===== config.mk =====
export PLATFORM = sky130hd
export DESIGN_NAME = univ_shift_engine
export DESIGN_NICKNAME = d
export VERILOG_FILES = /design/src/rtl/univ_shift_engine.sv
export SDC_FILE = /design/constraint.sdc
export NUM_CORES = 1
export LEC_CHECK = 0
export BUFFER_PORTS_ARGS = -buffer_cell sky130_fd_sc_hd__buf_4
export CAP_MARGIN = 20
export CORE_MARGIN = 2
export CORE_UTILIZATION = 40
export DETAILED_ROUTE_END_ITERATION = 6
export GPL_TIMING_DRIVEN = 0
export MAX_ROUTING_LAYER = met4
export REMOVE_ABC_BUFFERS = 1
export SYNTH_ARGS = -nofsm -noshare
export SYNTH_HDL_FRONTEND = slang
export SYNTH_SLANG_ARGS = --single-unit

===== constraint.sdc =====
create_clock -name clk -period 1.7 [get_ports clk]
set_input_delay 0.085 -clock clk [delete_from_list [all_inputs] [get_ports clk]]
set_output_delay 0.085 -clock clk [all_outputs]
set_load 0.01 [all_outputs]

===== src/rtl/univ_shift_engine.sv =====
// Multi-cycle universal shift engine: accepts a command over a valid/ready handshake,
// then performs one shift/rotate step per clock until the requested distance is covered.
module univ_shift_engine #(
  parameter int N  = 16,
  parameter int AW = $clog2(N + 1)
) (
  input  logic          clk,
  input  logic          reset,
  input  logic          cmd_valid,
  output logic          cmd_ready,
  input  logic [2:0]    op,
  input  logic [AW-1:0] amt,
  input  logic [N-1:0]  data_in,
  input  logic          sin,
  input  logic          abort,
  output logic [N-1:0]  data_out,
  output logic          sout,
  output logic          busy,
  output logic          done,
  output logic          o_dbg_state
);

  // Handshake: a command is taken on any rising edge where cmd_valid && cmd_ready;
  // cmd_ready is high only in IDLE and nothing is queued while it is low.

  localparam logic [2:0] OP_HOLD = 3'd0;
  localparam logic [2:0] OP_LOAD = 3'd1;
  localparam logic [2:0] OP_SHL  = 3'd2;
  localparam logic [2:0] OP_SHR  = 3'd3;
  localparam logic [2:0] OP_SRA  = 3'd4;
  localparam logic [2:0] OP_ROL  = 3'd5;
  localparam logic [2:0] OP_ROR  = 3'd6;
  localparam logic [2:0] OP_SIN  = 3'd7;

  typedef enum logic {
    S_IDLE = 1'b0,
    S_RUN  = 1'b1
  } state_t;

  state_t        r_state;
  logic [2:0]    r_op;
  logic [AW-1:0] r_cnt;
  logic [N-1:0]  r_data;
  logic          r_sout;
  logic          r_done;

  logic [AW-1:0] w_amt;
  logic [N-1:0]  w_step_data;
  logic          w_step_sout;

  assign w_amt = (amt > AW'(N)) ? AW'(N) : amt;

  always_comb begin
    w_step_data = r_data;
    w_step_sout = r_sout;
    case (r_op)
      OP_SHL: begin
        w_step_data = {r_data[N-2:0], 1'b0};
        w_step_sout = r_data[N-1];
      end
      OP_SHR: begin
        w_step_data = {1'b0, r_data[N-1:1]};
        w_step_sout = r_data[0];
      end
      OP_SRA: begin
        w_step_data = {r_data[N-1], r_data[N-1:1]};
        w_step_sout = r_data[0];
      end
      OP_ROL: begin
        w_step_data = {r_data[N-2:0], r_data[N-1]};
        w_step_sout = r_data[N-1];
      end
      OP_ROR: begin
        w_step_data = {r_data[0], r_data[N-1:1]};
        w_step_sout = r_data[0];
      end
      OP_SIN: begin
        w_step_data = {r_data[N-2:0], sin};
        w_step_sout = r_data[N-1];
      end
      default: begin
        w_step_data = r_data;
        w_step_sout = r_sout;
      end
    endcase
  end

  always_ff @(posedge clk) begin
    if (!reset) begin
      r_state <= S_IDLE;
      r_op    <= OP_HOLD;
      r_cnt   <= '0;
      r_data  <= '0;
      r_sout  <= 1'b0;
      r_done  <= 1'b0;
    end else begin
      r_done <= 1'b0;
      case (r_state)
        S_IDLE: begin
          if (cmd_valid) begin
            r_op <= op;
            if (op == OP_HOLD) begin
              r_done <= 1'b1;
            end else if (op == OP_LOAD) begin
              r_data <= data_in;
              r_done <= 1'b1;
            end else if (w_amt == '0) begin
              r_done <= 1'b1;
            end else begin
              r_state <= S_RUN;
              r_cnt   <= w_amt;
            end
          end
        end
        S_RUN: begin
          // Abort leaves the partially shifted value in place and suppresses done.
          if (abort) begin
            r_state <= S_IDLE;
            r_cnt   <= '0;
          end else begin
            r_data <= w_step_data;
            r_sout <= w_step_sout;
            r_cnt  <= r_cnt - AW'(1);
            if (r_cnt == AW'(1)) begin
              r_state <= S_IDLE;
              r_done  <= 1'b1;
            end
          end
        end
        default: r_state <= S_IDLE;
      endcase
    end
  end

  assign cmd_ready   = (r_state == S_IDLE);
  assign busy        = (r_state == S_RUN);
  assign done        = r_done;
  assign data_out    = r_data;
  assign sout        = r_sout;
  assign o_dbg_state = r_state;

endmodule

==> flow_metrics.tcl <==
set metrics [dict create \
    outcome "complete, no violations" \
    avgSynthCellArea_um2 8.679 \
    fin_area_mm2 0.002073 \
    synth_ff_type "dfxtp_1" \
    cts_sinks 27 \
    grt_pass1_wl_mm 6.955 \
    fin_crit_ns 1.609 \
    nets 264 \
    crit_required_ns 1.88 \
    setup_viol 0 \
    maxCapViolations 0 \
    hold_violations 0 \
    tightest_slew_ns 0.6223 \
    cts-buffers-inserted 3 \
    startpoint_type "flop" \
    synthesis.area_mm2 0.001649 \
    gp_congestion 0.7952 \
    hold_class "input pin to flop" \
    p_per_area_mw_per_mm2 671.7 \
    clk_latency_ns 0.28 \
    p_switching_w 0.0004163 \
    h-tree-depth 1 \
    grt_max_degree 17 \
    firstDrtPassIters 4 \
    finalPower_w 0.001393 \
    antenna-diode-count 0 \
    wl_per_cell_um 15.80 \
    grt_pass1_vias 1489 \
    areaGrowthSynthToFinish_pct 25.72 \
    syn_inst 190 \
    cts.clk_slew.worst_paths_ns 0.10 \
    ant_nets 0 \
    p_seq_share_pct 50.7 \
    io_pins 50 \
    gr-total-overflow 0 \
    fin_crit_sh_pct 94.63 \
    globalRouteMet3Util_pct 2.796 \
    power.leakage_nw 0.7908 \
    cts_tree "built" \
    layout_commonest_cell "buf_4" \
    grt_usage_pct 20.30 \
    fp.dieW_um 68.21 \
    drcViolationCount 0 \
    cp-end-kind "flop" \
    synth-edff-count 0 \
    clkPwrFrac_pct 27.9 \
    via_count 1654 \
    fp-row-count 23 \
    cts_root_buf "clkbuf_8" \
    pre_cts_ws_ns -0.3871 \
    max_slew_margin_pct 58.38 \
    worstSetupPathType "flop to flop" \
    dp_hpwl_mm 3.170 \
    p_int_w 0.0009764 \
    rsz0062_at_grt "no" \
    finish.utilization_pct 52.21 \
    hold_ws_ns 0.01761 \
    power_frac_comb_pct 21.3 \
    ys_seq_elements 27 \
    switching_share_pct 29.89 \
    peakVddDrop_mv 0.3805 \
    via_per_inst 5.865 \
    skew_ns 0.006716 \
    core_area_mm2 0.003971 \
    critPathMaxFanout 15 \
    maxSlewViolCount 0 \
    dpl-instance-area_mm2 0.001971 \
    setup_slack_ns 0.09129 \
    die_h_um 68.21 \
    die_area_mm2 0.004653 \
    grt_antenna_before_repair 0 \
    drt_wl_total_mm 4.457 \
    clock_path_buffers 2 \
    fmax_mhz 621.6 \
    grt_util_met2_pct 33.62 \
    ys_types 52 \
    yosys_warnings 0 \
    synthArstFlopShare_pct 0 \
    io_buffers 49 \
    drtIter0Drc 128 \
    drive_gt1_share_pct 32.33 \
    mostFrequentLayoutCells "buf_4 (53), dfxtp_1 (24), o21ai_0 (20), nand3_1 (19), a21oi_1 (17)" \
    yosysSeqAreaShare_pct 32.78 \
    start_util_pct 41.52 \
    grt_util_met1_pct 25.37 \
    arrival_ns 1.79 \
    gr-max-usage-layer "met2" \
]
layer usage:
metal	up-vias	wire [um]
met1	778	1896
li1	809	-
met4	0	68
met3	7	238
met5	-	0
met2	60	2254
timing repair:
item                                    4_1_cts  5_1_grt
hold buffers                                  0        0
gates resized for setup                       7        2
endpoints found under the setup margin       21        6
pin swaps                                     1        0
buffers inserted                              2        2
area by class of cell:
cell class	count	area [um^2]
Clock inverter	1	7.507
Fill cell	396	1898
Clock buffer	3	41.29
Sequential cell	27	546.8
Timing Repair Buffer	53	397.9
Multi-Input combinational cell	142	994.7
Tap cell	50	62.56
Inverter	6	22.52
metrics by stage:
stage / setup TNS [ns] / instances
2_1_floorplan: -1.819 / 175
3_3_place_gp: -4.877 / 274
3_5_place_dp: -5.310 / 274
4_1_cts: 0 / 280
5_1_grt: 0 / 282
6_report: 0 / 282
sequential cells by signal, indices dropped and copies added (netlist names):
name / count
busy: 1
done: 1
sout: 1
r_cnt: 5
data_out: 16
r_op: 3
cells in the mapped netlist, types with 2 or more instances:
library cell | n | area share [%]
dfxtp_1 | 27 | 33
o21ai_0 | 20 | 6.1
nand3_1 | 19 | 5.8
a21oi_1 | 17 | 5.2
a221o_1 | 14 | 8.5
nor2_1 | 14 | 3.2
buf_2 | 6 | 1.8
inv_1 | 6 | 1.4
nand2_1 | 4 | 0.91
buf_4 | 3 | 1.4
buf_6 | 3 | 2.0
mux2i_1 | 3 | 1.8
nand2b_1 | 3 | 1.1
nand3b_1 | 3 | 1.4
nor2b_1 | 3 | 1.1
o21a_1 | 3 | 1.4
a21o_1 | 2 | 0.91
a311oi_1 | 2 | 1.1
a32oi_1 | 2 | 1.1
clkbuf_1 | 2 | 0.46
ha_1 | 2 | 1.5
xor2_1 | 2 | 1.1
cell families after synthesis:
kind of cell               after synthesis  synth area share (%)
AOI/OAI and AO/OA                       75                 33.16
and+or+nand+nor                         59                 21.17
DFF                                     27                 32.78
buffers and inverters                   21                 7.966
xor gates and xnor gates                 3                 1.594
muxes                                    3                 1.821
adders and majority gates                2                 1.517
worst max-delay path: stages (launching register included):
cell     delay [ns]
dfxtp_4        0.49
and2b_2        0.34
a32oi_2        0.11
and2_4         0.25
a221o_1        0.31
power groups by stage:
stage	clock network [W]	registers [W]	logic, W
floorplan	0	0.000714	0.000160
global placement	0	0.000716	0.000280
detailed placement	0	0.000718	0.000287
CTS	0.000406	0.000705	0.000291
global route	0.000441	0.000714	0.000323
finish	0.000389	0.000707	0.000297
path summary, 6_finish.rpt:
| path | end | from | cells after the start | slack (ns) |
|---|---|---|---|---|
| setup / recovery | data_out[11]$_SDFFE_PN0P_ | busy$_SDFF_PN0_ | 4 | 0.09 |
| hold / removal | data_out[9]$_SDFFE_PN0P_ | data_in[9] | 2 | 0.02 |
| setup reg to reg | data_out[11]$_SDFFE_PN0P_ | busy$_SDFF_PN0_ | 4 | 0.09 |
| hold reg to reg | r_cnt[1]$_SDFFE_PN0P_ | r_cnt[1]$_SDFFE_PN0P_ | 2 | 0.53 |
Power figures use the tool's default switching activity.
